$ cat config.mk
export PLATFORM = sky130hd
export DESIGN_NAME = hp1349a_cmd_encoder
export DESIGN_NICKNAME = d
export VERILOG_FILES = /design/src/rtl/hp1349a_pkg.sv /design/src/rtl/hp1349a_cmd_encoder.sv
export SDC_FILE = /design/constraint.sdc
export NUM_CORES = 1
export LEC_CHECK = 0
export CORE_UTILIZATION = 35
export DETAILED_ROUTE_END_ITERATION = 10
export PLACE_DENSITY = 0.52
export SYNTH_ARGS = -nofsm -noshare
export SYNTH_HDL_FRONTEND = slang
export SYNTH_SLANG_ARGS = --single-unit
$ cat constraint.sdc
create_clock -name clk -period 3.3 [get_ports clk]
set_input_delay 0.66 -clock clk [delete_from_list [all_inputs] [get_ports clk]]
set_output_delay 0.66 -clock clk [all_outputs]
set_load 0.05 [all_outputs]
$ cat src/rtl/hp1349a_pkg.sv
`default_nettype none
// ============================================================================
// Module      : hp1349a_pkg
// Description : Shared definitions for the HP1349A command word path: command
//               and axis codes, word bit positions, encoder FSM states and a
//               helper that assembles a 16-bit command word. Also used by the
//               display-side command decoder.
// Revision    : 1.0 - initial release
// ============================================================================
package hp1349a_pkg;

  localparam logic [1:0] CMD_PLOT  = 2'b00;
  localparam logic [1:0] CMD_GRAPH = 2'b01;

  localparam logic AXIS_X = 1'b0;
  localparam logic AXIS_Y = 1'b1;

  // Word layout: [15]=0, [14:13]=cmd, [12]=axis, [11]=pen, [10:0]=value
  localparam int unsigned BIT_RSVD    = 15;
  localparam int unsigned BIT_CMD_MSB = 14;
  localparam int unsigned BIT_CMD_LSB = 13;
  localparam int unsigned BIT_AXIS    = 12;
  localparam int unsigned BIT_PEN     = 11;
  localparam int unsigned VAL_W       = 11;
  localparam int unsigned WORD_W      = 16;

  typedef enum logic [2:0] {
    ST_IDLE = 3'd0,
    ST_EVAL = 3'd1,
    ST_INC  = 3'd2,
    ST_PX   = 3'd3,
    ST_PY   = 3'd4,
    ST_GY   = 3'd5
  } state_e;

  function automatic logic [WORD_W-1:0] hp1349a_word(
    input logic [1:0]       cmd,
    input logic             axis,
    input logic             pen,
    input logic [VAL_W-1:0] val
  );
    logic [WORD_W-1:0] w;
    w                          = '0;
    w[BIT_RSVD]                = 1'b0;
    w[BIT_CMD_MSB:BIT_CMD_LSB] = cmd;
    w[BIT_AXIS]                = axis;
    w[BIT_PEN]                 = pen;
    w[VAL_W-1:0]               = val;
    return w;
  endfunction

endpackage
`default_nettype wire

$ cat src/rtl/hp1349a_cmd_encoder.sv
`default_nettype none
// ============================================================================
// Module      : hp1349a_cmd_encoder
// Description : Writer end of the HP1349A command word FIFO. Turns absolute
//               vector endpoints into plot X/Y pairs, or into single graph Y
//               words when X lands on the decoder's predicted next X.
// Ports       : clk, rst_n (async active-low)
//               vec_valid/vec_ready, vec_x, vec_y, vec_pen - vector request
//               graph_en, graph_inc - graph compression request and step
//               model_clr          - drop next-X / increment model
//               fifo_write_en/fifo_write_data/fifo_full - FIFO write side
// Revision    : 1.0 - initial release
// ============================================================================
module hp1349a_cmd_encoder
  import hp1349a_pkg::*;
#(
  parameter int unsigned GRAPH_ENABLE = 1
) (
  input  logic              clk,
  input  logic              rst_n,
  input  logic              vec_valid,
  output logic              vec_ready,
  input  logic [VAL_W-1:0]  vec_x,
  input  logic [VAL_W-1:0]  vec_y,
  input  logic              vec_pen,
  input  logic              graph_en,
  input  logic [VAL_W-1:0]  graph_inc,
  input  logic              model_clr,
  output logic              fifo_write_en,
  output logic [WORD_W-1:0] fifo_write_data,
  input  logic              fifo_full
);

  localparam logic GRAPH_OK = (GRAPH_ENABLE != 0);

  state_e           state_q,       state_d;
  logic [VAL_W-1:0] x_q,           x_d;
  logic [VAL_W-1:0] y_q,           y_d;
  logic             pen_q,         pen_d;
  logic             g_q,           g_d;
  logic [VAL_W-1:0] inc_q,         inc_d;
  logic [VAL_W-1:0] inc_sent_q,    inc_sent_d;
  logic             inc_valid_q,   inc_valid_d;
  logic [VAL_W-1:0] model_next_q,  model_next_d;
  logic             model_valid_q, model_valid_d;

  assign vec_ready = (state_q == ST_IDLE);

  always_comb begin
    state_d         = state_q;
    x_d             = x_q;
    y_d             = y_q;
    pen_d           = pen_q;
    g_d             = g_q;
    inc_d           = inc_q;
    inc_sent_d      = inc_sent_q;
    inc_valid_d     = inc_valid_q;
    model_next_d    = model_next_q;
    model_valid_d   = model_valid_q;
    fifo_write_en   = 1'b0;
    fifo_write_data = '0;

    case (state_q)
      ST_IDLE: begin
        if (vec_valid) begin
          x_d     = vec_x;
          y_d     = vec_y;
          pen_d   = vec_pen;
          g_d     = graph_en & GRAPH_OK;
          inc_d   = graph_inc;
          state_d = ST_EVAL;
        end
      end

      ST_EVAL: begin
        // The decoder must hold the increment we intend to rely on before
        // any graph Y word can be emitted.
        if (g_q && (!inc_valid_q || (inc_sent_q != inc_q))) begin
          state_d = ST_INC;
        end else if (g_q && model_valid_q && (x_q == model_next_q)) begin
          state_d = ST_GY;
        end else begin
          state_d = ST_PX;
        end
      end

      ST_INC: begin
        fifo_write_data = hp1349a_word(CMD_GRAPH, AXIS_X, 1'b0, inc_q);
        fifo_write_en   = !fifo_full;
        if (!fifo_full) begin
          inc_sent_d  = inc_q;
          inc_valid_d = 1'b1;
          state_d     = ST_EVAL;
        end
      end

      ST_PX: begin
        fifo_write_data = hp1349a_word(CMD_PLOT, AXIS_X, 1'b0, x_q);
        fifo_write_en   = !fifo_full;
        if (!fifo_full) begin
          // A plot X resets the decoder's next X to x itself, not x+inc.
          model_next_d  = x_q;
          model_valid_d = 1'b1;
          state_d       = ST_PY;
        end
      end

      ST_PY: begin
        fifo_write_data = hp1349a_word(CMD_PLOT, AXIS_Y, pen_q, y_q);
        fifo_write_en   = !fifo_full;
        if (!fifo_full) begin
          state_d = ST_IDLE;
        end
      end

      ST_GY: begin
        fifo_write_data = hp1349a_word(CMD_GRAPH, AXIS_Y, pen_q, y_q);
        fifo_write_en   = !fifo_full;
        if (!fifo_full) begin
          model_next_d = model_next_q + inc_sent_q;  // 11-bit wrap intended
          state_d      = ST_IDLE;
        end
      end

      default: begin
        state_d = ST_IDLE;
      end
    endcase

    // Resync request overrides any model update made on the same edge.
    if (model_clr) begin
      model_valid_d = 1'b0;
      inc_valid_d   = 1'b0;
    end
  end

  always_ff @(posedge clk or negedge rst_n) begin
    if (!rst_n) begin
      state_q       <= ST_IDLE;
      x_q           <= '0;
      y_q           <= '0;
      pen_q         <= 1'b0;
      g_q           <= 1'b0;
      inc_q         <= '0;
      inc_sent_q    <= '0;
      inc_valid_q   <= 1'b0;
      model_next_q  <= '0;
      model_valid_q <= 1'b0;
    end else begin
      state_q       <= state_d;
      x_q           <= x_d;
      y_q           <= y_d;
      pen_q         <= pen_d;
      g_q           <= g_d;
      inc_q         <= inc_d;
      inc_sent_q    <= inc_sent_d;
      inc_valid_q   <= inc_valid_d;
      model_next_q  <= model_next_d;
      model_valid_q <= model_valid_d;
    end
  end

endmodule
`default_nettype wire

==> results.py, run 1 <==
metrics = {
    "outcome": {
        "status": "complete, no violations",
    },
    "sta": {
        "fin_skew_ns": 0.01303,
        "totalNegativeSetupSlack_ns": 0,
        "hold_viol_final": 0,
        "slew_headroom": 0.5596,
        "period_minus_slack_ns": 2.763,
        "tightest_slew_ns": 0.6606,
        "fin_crit_sh": 0.8372,
        "setup_viol_count_final": 0,
        "max_freq_mhz": 362.0,
        "rsz0062_at_grt": "false",
        "slew_viol_final": 0,
    },
    "critical_path": {
        "crit_type": "reg -> out",
        "end_kind": "output pin",
        "worst_ep_arrival_time_ns": 2.10,
        "startpoint_type": "flop",
        "reg2reg_slack_ns": 0.76,
        "worst-endpoint-required_ns": 2.64,
        "cp_max_fo": 15,
    },
    "route": {
        "via_count": 2751,
        "vias_per_cell": 5.152,
        "routed_wl_um": 8980,
        "wl_met1_um": 4423,
        "dr.max_layer_used": "met4",
        "drtIter0Drc": 104,
        "drc": 0,
        "dr_wl_met2_um": 4074,
        "wl_met3_um": 384,
        "drtAntennaViolNets": 0,
        "drtPass1Iterations": 4,
        "wl_per_cell_um": 16.82,
    },
    "synthesis": {
        "synth_edf_count": 0,
        "ys_top_cells_by_count": "dfrtp_1, mux2_2, nand2_1, o21ai_0, a21oi_1",
        "ys_async_sr_fraction": 1.000,
        "synth_ff_type": "dfrtp_1",
        "netlist_area_mm2": 0.003580,
        "yosys.area.top_type": "dfrtp_1",
        "syn_avg_cell_area_um2": 10.62,
        "synth_top_area_frac": 0.4334,
        "synth_cells": 337,
        "synthDistinctLibCells": 52,
        "synth_seq_cells": 62,
        "ys_seq_area_frac": 0.4334,
        "synthTopCellsByArea": "dfrtp_1, mux2_2, mux2i_1",
        "yosysMostFrequentCell": "dfrtp_1",
        "synth_warnings": 0,
    },
    "clock_network": {
        "hold_buffers": 0,
        "post_cts_resized": 0,
        "postCtsSetupBuffers": 0,
        "clockBufferDepth": 2,
        "cts_sinks": 62,
        "root_buffer": "clkbuf_8",
        "h-tree-depth": 3,
        "cts_buffers": 9,
        "clk_latency_ns": 0.35,
        "clkSlewWorstSetupHoldPaths_ns": 0.08,
        "tritoncts": "yes",
    },
    "floorplanning": {
        "num_rows": 36,
        "die_h_um": 103.1,
        "io_pins": 58,
        "die_w_um": 103.1,
        "dieArea_mm2": 0.01064,
        "start_util": 0.3629,
        "core_mm2": 0.009864,
    },
    "grt": {
        "first_global_vias": 2761,
        "grt_pass1_wl_um": 14770,
        "grt_usage": 0.1887,
        "grt_max_degree": 36,
        "antenna_found_initial": 0,
        "grt_overflow_total": 0,
    },
    "power_and_ir_drop": {
        "power_density_mw_per_mm2": 1189,
        "leakage_nw": 1.959,
        "vdd_ir_drop_max_mv": 0.5591,
    },
    "cells_and_area": {
        "nNetsFinal": 447,
        "drive_above_1_share": 0.2219,
        "fin_cells": 534,
        "num_antenna_cells": 0,
        "area_growth_pct": 29.85,
        "fillers": 945,
    },
    "place": {
        "dpl.hpwl_um": 6693,
        "dp_cells": 518,
        "port_buffers": 55,
        "gp_congestion": 0.8241,
    },
    "hold_path": {
        "hold_class": "in -> async",
    },
    "flow_run": {
        "max-cap-violations": 0,
    },
}
[cell usage in the layout, fill, tap and decap left out, types with 9 or more instances in the layout]
| master | count |
|---|---|
| clkbuf_8 | 9 |
| clkdlybuf4s50_1 | 39 |
| nor2_1 | 16 |
| mux2i_1 | 14 |
| xnor2_1 | 15 |
| a21oi_1 | 18 |
| buf_12 | 15 |
| o21ai_0 | 26 |
| ha_1 | 10 |
| buf_4 | 10 |
| mux2_2 | 41 |
| dfrtp_1 | 62 |
| xor2_1 | 13 |
| nand2_1 | 27 |
[through the flow]
step	utilization	hold WS [ns]	total power, W	setup slack [ns]	area (um2)
5_1_grt	0.4712	0.3423	0.005906	0.3711	4648
2_1_floorplan	-	0.3644	0.003632	0.4785	3583
4_1_cts	0.4712	0.3206	0.005572	0.5093	4648
6_report	0.4712	0.3084	0.005525	0.5373	4648
3_5_place_dp	0.4481	0.4876	0.004771	0.7877	4420
3_3_place_gp	0.4481	0.4800	0.004732	0.8419	4420
[layout make-up]
type,instances,area [um2],area share
Clock buffer,9,123.9,0.02665
Clock inverter,7,103.9,0.02234
Inverter,5,18.77,0.004038
Multi-Input combinational cell,253,1913,0.4116
Sequential cell,62,1551,0.3338
Tap cell,133,166.4,0.03580
Timing Repair Buffer,65,770.7,0.1658
[registers in the layout (all words and copies together) (netlist names)]
signal	flops
pen_q	1
inc_sent_q	11
g_q	1
inc_q	11
y_q	11
model_next_q	11
state_q	3
inc_valid_q	1
x_q	11
model_valid_q	1
[power by group]
part,leakage [nW],switching [W],internal (W)
Clock,0.115,0.000346,0.000436
Combinational,1.11,0.00167,0.00151
Sequential,0.733,0.000426,0.00113
[path summary, 6_finish.rpt]
kind / from / to / cells past startpoint
min reg2reg: y_q[4]$_DFFE_PN0P_ / y_q[4]$_DFFE_PN0P_ / 1
max in group asynchronous: rst_n / state_q[1]$_DFFE_PN0P_ / 2
max reg2reg: inc_sent_q[0]$_DFFE_PN0P_ / model_next_q[10]$_DFFE_PN0P_ / 8
min in group clk: y_q[4]$_DFFE_PN0P_ / y_q[4]$_DFFE_PN0P_ / 1
min: rst_n / y_q[0]$_DFFE_PN0P_ / 1
max: state_q[1]$_DFFE_PN0P_ / fifo_write_data[6] / 3
[layer usage]
metal  vias up  global-route usage
li1       1329                   -
met1      1344              0.2606
met2        70              0.2985
met3         8             0.03525
met4         0             0.06176
met5         -                   0
[cells by family (layout without fill, tap and decap cells)]
family,after synthesis,after routing,synth area share
AND/OR/NAND/NOR,77,77,0.1045
AO/OA/AOI/OAI,75,75,0.1349
flip-flops,62,62,0.4334
multiplexers,60,60,0.1838
XOR/XNOR,28,28,0.06851
buffers and inverters,23,86,0.03320
adder cells (fa/ha/maj),11,11,0.04055
other,1,2,0.001048
[critical path: stages (launching register included)]
cell and delay [ns]:
dfrtp_1 0.60, nand2b_1 0.47, o21ai_0 0.48, buf_12 0.19
No activity file was read; power rests on OpenSTA's default activity.
==> inputs of run 2 (changes only) <==
- clock period: 3.3 -> 2.8 ns (I/O delays scaled with it)
==> results.py, run 2 (same netlist as run 1, synthesis figures left out) <==
metrics = {
    "grt": {
        "grt_max_degree": 42,
        "first_global_vias": 2790,
        "antenna_found_initial": 0,
        "grt_overflow_total": 0,
        "grt_pass1_wl_um": 14380,
        "grt_usage": 0.1831,
    },
    "sta": {
        "max_freq_mhz": 388.8,
        "finalHoldWorstSlack_ns": 0.1991,
        "period_minus_slack_ns": 2.572,
        "hold_viol_final": 0,
        "fin_crit_sh": 0.9187,
        "setup_viol_count_final": 0,
        "slew_headroom": 0.6323,
        "fin_skew_ns": 0.008354,
        "rsz0062_at_grt": "false",
        "fin_ws_ns": 0.2278,
        "totalNegativeSetupSlack_ns": 0,
        "slew_viol_final": 0,
        "tightest_slew_ns": 0.5516,
    },
    "route": {
        "drtPass1Iterations": 4,
        "drc": 0,
        "wl_per_cell_um": 16.40,
        "via_count": 2749,
        "drtAntennaViolNets": 0,
        "routed_wl_um": 8793,
        "drtIter0Drc": 91,
        "vias_per_cell": 5.129,
    },
    "flow_run": {
        "max-cap-violations": 0,
    },
    "clock_network": {
        "clockBufferDepth": 2,
        "postCtsSetupBuffers": 0,
        "root_buffer": "clkbuf_8",
        "tritoncts": "yes",
        "cts_sinks": 62,
        "clk_latency_ns": 0.34,
        "clkSlewWorstSetupHoldPaths_ns": 0.07,
        "h-tree-depth": 3,
        "post_cts_resized": 0,
        "hold_buffers": 0,
        "cts_buffers": 9,
    },
    "power_and_ir_drop": {
        "finalPower_w": 0.006326,
        "internal_power_w": 0.003495,
        "p_seq_frac": 0.288,
        "p_sw_frac": 0.4475,
        "power_density_mw_per_mm2": 1365,
        "p_switching_w": 0.002831,
        "clock_power_share": 0.113,
        "p_comb_frac": 0.599,
        "leakage_nw": 1.947,
        "vdd_ir_drop_max_mv": 0.6691,
    },
    "critical_path": {
        "cp_max_fo": 4,
        "worst_ep_arrival_time_ns": 2.85,
        "worst-r2r-cell-count": 8,
        "crit_slowest_cell": "fa_1",
        "end_kind": "flop",
        "slowest_delay_ns": 0.46,
        "worst-endpoint-required_ns": 3.08,
        "path_cells": "ha_1 -> fa_1 -> a211oi_2 -> o31ai_4 -> a2111oi_2 -> a311oi_1 -> nor4b_1 -> a311o_1",
        "crit_type": "reg -> reg",
        "startpoint_type": "flop",
    },
    "cells_and_area": {
        "fin_cells": 536,
        "final_common_cell": "dfrtp_1",
        "area_growth_pct": 29.43,
        "nNetsFinal": 449,
        "drive_above_1_share": 0.2283,
        "num_antenna_cells": 0,
        "final_cell_mix": "dfrtp_1, mux2_2, clkdlybuf4s50_1",
    },
    "floorplanning": {
        "dieArea_mm2": 0.01064,
        "core_mm2": 0.009864,
        "io_pins": 58,
        "num_rows": 36,
        "die_h_um": 103.1,
        "die_w_um": 103.1,
        "start_util": 0.3629,
    },
    "place": {
        "place_ws_ns": 0.2810,
        "dp_cells": 520,
        "port_buffers": 55,
        "dpl.hpwl_um": 6486,
        "gp_congestion": 0.8225,
    },
    "outcome": {
        "status": "complete, no violations",
    },
    "hold_path": {
        "hold_class": "in -> async",
    },
}
-- run 2: final cells by class --
type	instances	area [um2]
Tap cell	133	166.4
Clock inverter	6	37.54
Sequential cell	62	1551
Clock buffer	10	137.6
Inverter	5	18.77
Timing Repair Buffer	67	808.3
Multi-Input combinational cell	253	1913
Fill cell	931	5231
-- run 2: path summary, 6_finish.rpt --
check,from,end,slack [ns]
worst max-delay path,inc_sent_q[0]$_DFFE_PN0P_,model_next_q[10]$_DFFE_PN0P_,0.23
worst min-delay path,rst_n,y_q[0]$_DFFE_PN0P_,0.20
worst max register to register,inc_sent_q[0]$_DFFE_PN0P_,model_next_q[10]$_DFFE_PN0P_,0.23
worst min register to register,pen_q$_DFFE_PN0P_,pen_q$_DFFE_PN0P_,0.51
max in group asynchronous,rst_n,x_q[8]$_DFFE_PN0P_,1.99
min in group clk,pen_q$_DFFE_PN0P_,pen_q$_DFFE_PN0P_,0.51
-- run 2: critical path, delay by kind of cell (launching register included) --
family	cells	cell delay (ns)
simple gates	1	0.28
fa+ha+maj	2	0.70
flops	1	0.41
compound gates	5	1.13
-- run 2: per-layer routing --
| layer | vias up | global-route usage | routed length [um] |
|---|---|---|---|
| met2 | 57 | 0.2785 | 3901 |
| met4 | 0 | 0.07259 | 181 |
| met3 | 12 | 0.03254 | 271 |
| met5 | - | 0 | 0 |
| li1 | 1336 | - | - |
| met1 | 1344 | 0.2583 | 4439 |
-- run 2: metrics by stage --
step                utilization  instance area (um2)
floorplan                     -                 3583
global placement         0.4519                 4458
detailed placement       0.4519                 4458
CTS                      0.4697                 4633
global route             0.4697                 4633
finish                   0.4697                 4633
-- run 2: power by group through the flow --
| stage | registers (W) | logic (W) | clock network, W |
|---|---|---|---|
| final | 0.00182 | 0.00379 | 0.000716 |
| after global routing | 0.00189 | 0.00409 | 0.000782 |
| after CTS | 0.00182 | 0.00382 | 0.000744 |
| after detailed placement | 0.00184 | 0.00381 | 0 |
| after global placement | 0.00182 | 0.00379 | 0 |
| after floorplan | 0.00166 | 0.00262 | 0 |
==> RTL edit (config.mk and constraints of run 2) <==
Reset style: synchronous (`rst_n`), changed in one clocked block. Comments in the files are not updated.
--- a/src/rtl/hp1349a_cmd_encoder.sv
+++ b/src/rtl/hp1349a_cmd_encoder.sv
@@ -134,7 +134,7 @@
     end
   end
 
-  always_ff @(posedge clk or negedge rst_n) begin
+  always_ff @(posedge clk) begin
     if (!rst_n) begin
       state_q       <= ST_IDLE;
       x_q           <= '0;
Formal check against the unedited RTL: differs if rst_n is asserted again (counterexample within 4 cycles, from zero or initial values and one cycle with rst_n low); with rst_n held inactive, the same outputs for 10 cycles.
==> RTL edit against run 2 <==
  * Core utilization grew 0.72 points
  * Register-to-register slack gained 0.31 ns
  * Worst setup slack lost 0.022 ns
  * Sequential cell count is the same
  * Synthesized cell count grew 32%
  * Area after synthesis shrank 3.7%
  * Routed wire length grew 16%
  * Final area shrank 3.5%
  * Maximum frequency shrank 0.83%
Power is not compared: it rests on default switching activity, and its combinational part moved more than twofold at a synthesized area within 25%.
==> RTL edit: results (changes against run 2) <==
- Status: finished clean (unchanged)
- HPWL Detailed: 7.54 mm (was 6.49 mm)
- Total number of vias: 3253 (was 2749)
- Number of gates resized after CTS: 1 (was 0)
- Crit Path Max Fanout: 15 (was 4)
- Slowest CP cell: sky130_fd_sc_hd__dfxtp_2 (was sky130_fd_sc_hd__fa_1)
- Wire per inst: 16.3 um (was 16.4 um)
- Leading post-synthesis cells by instance count: 110 x sky130_fd_sc_hd__nand2_1, 69 x sky130_fd_sc_hd__a21oi_1, 62 x sky130_fd_sc_hd__dfxtp_1 (was 62 x sky130_fd_sc_hd__dfrtp_1, 41 x sky130_fd_sc_hd__mux2_2, 27 x sky130_fd_sc_hd__nand2_1)
- DP Area: 4250 um2 (was 4460 um2)
- Crit-path leading delay family: flip-flops (was compound AO/OA/AOI/OAI gates)
- Fill cells: 990 (was 931)
- Met2 Usage GRT: 0.324 (was 0.278)
- Data arrival, critical path: 2.03 ns (was 2.85 ns)
- Top_reg_cell synth: sky130_fd_sc_hd__dfxtp_1 (was sky130_fd_sc_hd__dfrtp_1)
- Vias per inst: 5.19 (was 5.13)
- Final hold slack: 0.453 ns (was 0.199 ns)
- Routability congestion estimate: 0.860 (was 0.823)
- Routing usage on met3: 0.0304 (was 0.0325)
- Layout cells sized above 1: 0.102 (was 0.228)
- DP Cell Count: 611 (was 520)
- Worst setup timing slack at the placement stage: 0.387 ns (was 0.281 ns)
- End of the worst register-to-register path: model_next_q[8]$_SDFFE_PN0P_ (was model_next_q[10]$_DFFE_PN0P_)
- Largest stage delay on the critical path: 0.51 ns (was 0.46 ns)
- Vias in the first global route: 3105 (was 2790)
- Post-synthesis sequential area ratio: 0.360 (was 0.433)
- Final-stage net count: 546 (was 449)
- Count of unique library cells instantiated by Yosys: 50 (was 52)
- Routed met2 length: 4.52 mm (was 3.90 mm)
- Tot GR Track Use: 0.213 (was 0.183)
- Worst setup path startpoint: state_q[1]$_SDFFE_PN0P_ (was inc_sent_q[0]$_DFFE_PN0P_)
- Most area-consuming cells after synthesis: sky130_fd_sc_hd__dfxtp_1 36%, sky130_fd_sc_hd__nand2_1 12%, sky130_fd_sc_hd__a21oi_1 10% (was sky130_fd_sc_hd__dfrtp_1 43%, sky130_fd_sc_hd__mux2_2 13%, sky130_fd_sc_hd__mux2i_1 3.9%)
- Type of the most critical hold path: flop to flop (was primary input to asynchronous set/reset pin)
- Period Utilization, post-route: 0.926 (was 0.919)
- Total length of routed met3 wires: 444 um (was 271 um)
- R2R setup slack: 0.54 ns (was 0.23 ns)
-- RTL edit: changes by cell type in the layout (fill, tap and decap cells not counted), sizes merged, moves of 5 or more --
cell          run 2  this run
mux2i            14         1
nand2            27       110
dfxtp             0        62
buf              29        24
mux2             46        11
nor2             16        25
o21ai            28         5
a22oi             0        11
dfrtp            62         0
a21oi            18        69
-- RTL edit: worst min path at each step --
stage,to,start,depth (start not counted)
finish,pen_q$_SDFFE_PN0P_,pen_q$_SDFFE_PN0P_,2
global route,y_q[1]$_SDFFE_PN0P_,y_q[1]$_SDFFE_PN0P_,2
CTS,pen_q$_SDFFE_PN0P_,pen_q$_SDFFE_PN0P_,2
detailed placement,pen_q$_SDFFE_PN0P_,pen_q$_SDFFE_PN0P_,2
global placement,y_q[4]$_SDFFE_PN0P_,y_q[4]$_SDFFE_PN0P_,2
floorplan,pen_q$_SDFFE_PN0P_,pen_q$_SDFFE_PN0P_,2
-- RTL edit: cells by family (layout without fill, tap and decap cells) --
group / after synthesis / count (layout) / synth area share
xor+xnor: 29 / 29 / 0.0737
buf+inv: 36 / 88 / 0.0475
fa+ha+maj: 13 / 13 / 0.0493
simple gates: 170 / 170 / 0.209
other cells: 1 / 2 / 0.00109
flops: 62 / 62 / 0.360
compound gates: 122 / 122 / 0.221
mux: 12 / 12 / 0.0388
-- RTL edit: area by class of cell --
type | instances | area, um2 | share of cell area
clock buffers | 10 | 128 | 0.0286
clock inverters | 6 | 86.3 | 0.0193
inverters | 7 | 26.3 | 0.00588
multi-input cells | 348 | 2050 | 0.458
flip-flops and latches | 62 | 1240 | 0.278
well taps | 129 | 161 | 0.0361
repair buffers | 65 | 778 | 0.174
